[src/rtl/pipe_stall_ctrl.sv]
// ----------------------------------------------------------------------------
// pipe_stall_ctrl
//
// Pipeline hazard and stall controller. It arbitrates between three sources
// that want to hold or clear the pipeline:
//   * flush requests (exception / redirect), which clear every stage,
//   * multicycle EX operations, which hold PC/IF/ID/EX until the result is
//     ready,
//   * ID load-use hazards, which hold PC/IF/ID for one cycle at a time.
// The priority is flush > EX stall > ID stall. Only one encoding is ever
// driven in a given cycle.
//
// The controller also keeps a saturating count of the cycles in which any
// stall bit was set.
//
// Parameters
//   CYC_W         width of the multicycle length field
//   CNT_W         width of the stall-cycle counter
//
// Ports
//   clk           pipeline clock; all state updates on its rising edge
//   rst           synchronous active-low reset
//   stallreq_id   ID load-use hazard request (level)
//   ex_mc_start   one-cycle pulse: EX begins a multicycle op
//   ex_mc_cycles  total EX occupancy in cycles, sampled with ex_mc_start
//   ex_mc_cancel  abort the running multicycle op
//   flush_req     pipeline flush request
//   stat_clr      clear the stall counter
//   stall         per-stage hold {wb, mem, ex, id, if, pc}; 1 = hold
//   flush         flush all stage registers this cycle
//   ex_mc_done    one-cycle pulse: multicycle result valid in EX
//   busy          multicycle op in progress
//   stall_cnt     saturating count of cycles with stall != 0
//
// state  | meaning
// -------+-----------------------------------------------------------------
// IDLE   | no multicycle op pending; ID stalls and new ops are accepted
// MC_RUN | multicycle op running; rem holds the stall cycles still to go
// ----------------------------------------------------------------------------
module pipe_stall_ctrl #(
    parameter int CYC_W = 6,
    parameter int CNT_W = 16
) (
    input  logic             clk,
    input  logic             rst,
    input  logic             stallreq_id,
    input  logic             ex_mc_start,
    input  logic [CYC_W-1:0] ex_mc_cycles,
    input  logic             ex_mc_cancel,
    input  logic             flush_req,
    input  logic             stat_clr,
    output logic [5:0]       stall,
    output logic             flush,
    output logic             ex_mc_done,
    output logic             busy,
    output logic [CNT_W-1:0] stall_cnt
);

    localparam logic [5:0] STALL_NONE = 6'b000000;
    localparam logic [5:0] STALL_ID   = 6'b000111;
    localparam logic [5:0] STALL_EX   = 6'b001111;

    typedef enum logic [0:0] {
        IDLE   = 1'b0,
        MC_RUN = 1'b1
    } state_t;

    state_t           state;
    state_t           state_nxt;
    logic [CYC_W-1:0] rem;
    logic [CYC_W-1:0] rem_nxt;

    logic             ex_stall;
    logic             id_stall;
    logic             flush_c;
    logic             done_c;

    // ------------------------------------------------------------------------
    // State register
    // ------------------------------------------------------------------------
    always_ff @(posedge clk) begin
        if (!rst) begin
            state <= IDLE;
            rem   <= '0;
        end else begin
            state <= state_nxt;
            rem   <= rem_nxt;
        end
    end

    // ------------------------------------------------------------------------
    // Next state and arbitration
    // ------------------------------------------------------------------------
    always_comb begin
        state_nxt = state;
        rem_nxt   = rem;
        ex_stall  = 1'b0;
        id_stall  = 1'b0;
        flush_c   = 1'b0;
        done_c    = 1'b0;

        if (!rst) begin
            // Outputs stay at their zero defaults while reset is low; the
            // register block clears state on the edge.
            state_nxt = IDLE;
            rem_nxt   = '0;
        end else if (flush_req) begin
            // A flush discards any running op, including one finishing now.
            flush_c   = 1'b1;
            state_nxt = IDLE;
            rem_nxt   = '0;
        end else begin
            unique case (state)
                IDLE: begin
                    // An op of N cycles needs N-1 stall cycles. This cycle is
                    // the first one, so rem starts at N-2. Ops shorter than
                    // two cycles complete in the normal pipeline slot.
                    if (ex_mc_start && (ex_mc_cycles >= CYC_W'(2))) begin
                        ex_stall  = 1'b1;
                        rem_nxt   = ex_mc_cycles - CYC_W'(2);
                        state_nxt = MC_RUN;
                    end
                end
                MC_RUN: begin
                    if (ex_mc_cancel) begin
                        state_nxt = IDLE;
                        rem_nxt   = '0;
                    end else if (rem != '0) begin
                        ex_stall = 1'b1;
                        rem_nxt  = rem - CYC_W'(1);
                    end else begin
                        done_c    = 1'b1;
                        state_nxt = IDLE;
                    end
                end
                default: begin
                    state_nxt = IDLE;
                    rem_nxt   = '0;
                end
            endcase

            // A load-use hazard is only visible when EX is not already
            // holding the front of the pipe.
            id_stall = stallreq_id && !ex_stall;
        end
    end

    // ------------------------------------------------------------------------
    // Outputs
    // ------------------------------------------------------------------------
    always_comb begin
        stall = STALL_NONE;
        if (ex_stall) begin
            stall = STALL_EX;
        end else if (id_stall) begin
            stall = STALL_ID;
        end
    end

    assign flush      = flush_c;
    assign ex_mc_done = done_c;
    // Gated with rst so busy reads 0 during the reset cycle itself.
    assign busy       = rst && (state == MC_RUN);

    // ------------------------------------------------------------------------
    // Stall-cycle counter
    // ------------------------------------------------------------------------
    always_ff @(posedge clk) begin
        if (!rst) begin
            stall_cnt <= '0;
        end else if (stat_clr) begin
            stall_cnt <= '0;
        end else if ((stall != STALL_NONE) && (stall_cnt != {CNT_W{1'b1}})) begin
            stall_cnt <= stall_cnt + CNT_W'(1);
        end
    end

endmodule

[config.mk]
export PLATFORM = sky130hd
export DESIGN_NAME = pipe_stall_ctrl
export DESIGN_NICKNAME = d
export VERILOG_FILES = /design/src/rtl/pipe_stall_ctrl.sv
export SDC_FILE = /design/constraint.sdc
export NUM_CORES = 1
export LEC_CHECK = 0
export BUFFER_PORTS_ARGS = -buffer_cell sky130_fd_sc_hd__buf_2
export CELL_PAD_IN_SITES_DETAIL_PLACEMENT = 2
export CELL_PAD_IN_SITES_GLOBAL_PLACEMENT = 2
export CORE_MARGIN = 3
export CORE_UTILIZATION = 30
export DETAILED_ROUTE_END_ITERATION = 7
export GPL_TIMING_DRIVEN = 0
export PLACE_DENSITY = 0.84
export SLEW_MARGIN = 15
export SYNTH_ARGS = -nofsm -noshare
export SYNTH_HDL_FRONTEND = slang
export SYNTH_SLANG_ARGS = --single-unit
[constraint.sdc]
create_clock -name clk -period 2.4 [get_ports clk]
set_input_delay 0.48 -clock clk [delete_from_list [all_inputs] [get_ports clk]]
set_output_delay 0.48 -clock clk [all_outputs]
set_load 0.05 [all_outputs]
==> flow_metrics.tcl <==
set metrics [dict create \
    status "complete, no violations" \
    portBuffers 35 \
    track_usage_pct 18.4 \
    crit_chain "nor2_4, a31oi_1, o31ai_4, inv_1, buf_6, buf_4, buf_4" \
    fill_cells 526 \
    max_freq_mhz 443 \
    finalNetCount 243 \
    synth_area_leaders "dfxtp_1 (32%), a21oi_1 (6.2%), o31ai_1 (5.1%)" \
    synth_cells 181 \
    synth_ff_type "dfxtp_1" \
    wire_per_inst_um 17.0 \
    pre_cts_slack_ns -0.185 \
    final_layout_size_suffix_gt1_share_pct 28.4 \
    grt_max_degree 13 \
    irDropWorstVdd_mv 0.217 \
    worst_slew_pin_slew_ns 0.626 \
    fp-row-count 24 \
    synth-compound-area-share_pct 26.0 \
    wl_met1_um 2300 \
    fin_ws_ns 0.140 \
    vias_per_cell 5.49 \
    grt-ovfl-total 0 \
    postPlaceCellArea_um2 1720 \
    fin_area_um2 1840 \
    drv_slew 0 \
    yosysMostFrequentCell "dfxtp_1" \
    antenna_found_initial 0 \
    p_leak_nw 0.744 \
    relSlewSlack_pct 58.2 \
    ys_ff_latch 23 \
    die_w_um 75.7 \
    root_buffer "clkbuf_8" \
    seq_area_frac_synth_pct 31.6 \
    finalSetupTns_ns 0 \
    place.gp.congestion 0.828 \
    synth_top_family_by_area "simple AND/OR/NAND/NOR gates" \
    synth-adder-area-share_pct 3.43 \
    crit_type "flip-flop to output port" \
    netlist_top_cells_count "dfxtp_1 (23), a21oi_1 (18), nor2_1 (18), o31ai_1 (10), inv_1 (9)" \
    end_kind "output port" \
    synth_top_area_share_pct 31.6 \
    top_layer_used "met4" \
    clk_pin_slew_worst_paths_ns 0.09 \
    final_cells 290 \
    crit_path_frequent_cell "buf_4" \
    pin_count 38 \
    hold_violations 0 \
    syn_area_per_cell_um2 8.06 \
    synthSimpleGateAreaFrac_pct 28.3 \
    cap_violations 0 \
    synth_mux_area_share_pct 0.686 \
    cts.sinks 23 \
    grt_pass1_vias 1610 \
    finalCriticalPeriod_ns 2.26 \
    htreeDepth 1 \
    clockBufferDepth 2 \
    min_path_type "flip-flop to flip-flop" \
    finClkSkew_ns 0.00332 \
    cp-start-kind "flip-flop" \
    hold_ws_ns 0.514 \
    drc_errors 0 \
    routed_wirelength_um 4930 \
    clk_latency_ns 0.27 \
    coreArea_um2 4530 \
    insertedDiodeCount 0 \
    antenna_left 0 \
    vias 1591 \
    tritoncts "built" \
    critical_path_arrival_ns 1.78 \
    power_density_nw_per_um2 445 \
    synth.distinct_cells 44 \
    cts_hold_buf 0 \
    setup_viol 0 \
    drt_iter0_drc 62 \
    numCtsBuffers 3 \
    final_util_pct 40.6 \
    synthArstFlopShare_pct 0 \
    met3_length_um 139 \
    cp_max_fo 5 \
    cp_slowest_cell "dfxtp_1" \
    die_height_um 75.7 \
    synth-xor-area-share_pct 1.80 \
    p_total_mw 0.821 \
    critPathMaxStageDelay_ns 0.38 \
    dp_hpwl_um 3720 \
    first_pass_iters 4 \
    synth_area_leader_cell "dfxtp_1" \
    grt_pass1_wl_um 8070 \
    area_delta_synth_final_pct 26.3 \
    route.met2.wl_um 2390 \
    synthesis.area_um2 1460 \
    die_area_um2 5740 \
    rsz0062_at_grt "false" \
    fin_crit_sh_pct 94.2 \
    worstPathRequired_ns 1.92 \
    ys_warn_count 0 \
    dp.cells 282 \
    start_util_pct 32.2 \
    synth_edf_count 0 \
]
per-layer routing:
layer | up-vias | GRT usage (%)
li1 | 767 | -
met1 | 784 | 25.1
met2 | 33 | 31.0
met3 | 7 | 1.72
met4 | 0 | 5.24
met5 | - | 0
logic make-up after synthesis:
| kind of cell | Yosys count |
|---|---|
| AND/OR/NAND/NOR | 72 |
| other | 1 |
| multiplexers | 1 |
| buffers and inverters | 22 |
| AO/OA/AOI/OAI | 55 |
| adder cells (fa/ha/maj) | 4 |
| flip-flops | 23 |
| XOR/XNOR | 3 |
state kept, by name, summed over array words and instances (netlist names):
| register | cells |
|---|---|
| state | 1 |
| stall_cnt | 16 |
| rem | 6 |
power by group:
| group | total (mW) | internal (mW) | switching (mW) | leakage [nW] |
|---|---|---|---|---|
| Clock | 0.259 | 0.119 | 0.139 | 0.0228 |
| Combinational | 0.167 | 0.0622 | 0.105 | 0.535 |
| Sequential | 0.395 | 0.388 | 0.00720 | 0.186 |
cell type report:
type / instances / area (µm²) / share of cell area (%)
sequential: 23 / 462 / 25.1
timing repair buffer: 39 / 210 / 11.4
multi-input combinational: 137 / 917 / 49.8
inverter: 9 / 36.3 / 1.97
tap: 65 / 81.3 / 4.41
buffer: 13 / 91.3 / 4.96
clock buffer: 4 / 45.0 / 2.44
worst paths after layout:
check | from | endpoint | slack, ns | cells past startpoint
min | stall_cnt[11] | stall_cnt[11] | 0.51 | 2
max | rem[2] | stall[1] | 0.14 | 7
min reg2reg | stall_cnt[11] | stall_cnt[11] | 0.51 | 2
max reg2reg | stall_cnt[0] | stall_cnt[15] | 0.18 | 6
worst max-delay path, delay by kind of cell, from the launching register on:
| family | cells | cell delay, ns |
|---|---|---|
| compound gates | 2 | 0.41 |
| buf+inv | 4 | 0.54 |
| flops | 1 | 0.38 |
| simple gates | 1 | 0.18 |
cells in the final DEF, fill, tap and decap left out, types with 2 or more instances in the layout:
| cell type | n |
|---|---|
| xnor2_1 | 2 |
| o211ai_1 | 4 |
| conb_1 | 2 |
| nand3_1 | 7 |
| o2111ai_1 | 2 |
| o31ai_1 | 10 |
| or4_1 | 7 |
| inv_1 | 7 |
| o22ai_1 | 2 |
| buf_6 | 2 |
| nor3_1 | 3 |
| nand4_1 | 7 |
| a21oi_1 | 18 |
| dfxtp_1 | 22 |
| a31oi_1 | 4 |
| and3_1 | 3 |
| clkbuf_8 | 3 |
| and2_1 | 3 |
| buf_4 | 12 |
| a41o_1 | 3 |
| buf_2 | 34 |
| ha_1 | 3 |
| clkbuf_1 | 4 |
| a211oi_1 | 2 |
| nand2_1 | 7 |
| nor2_1 | 16 |
| nand4b_1 | 2 |
| nor2b_1 | 2 |
| nand2b_1 | 5 |
| o21ai_0 | 5 |
what timing repair did:
action | in CTS | in global routing
buffers inserted | 3 | 1
endpoints found under the setup margin | 3 | 3
resized for setup | 12 | 3
pin swaps | 1 | 1
Note: power is estimated with default switching activity, not from simulation.
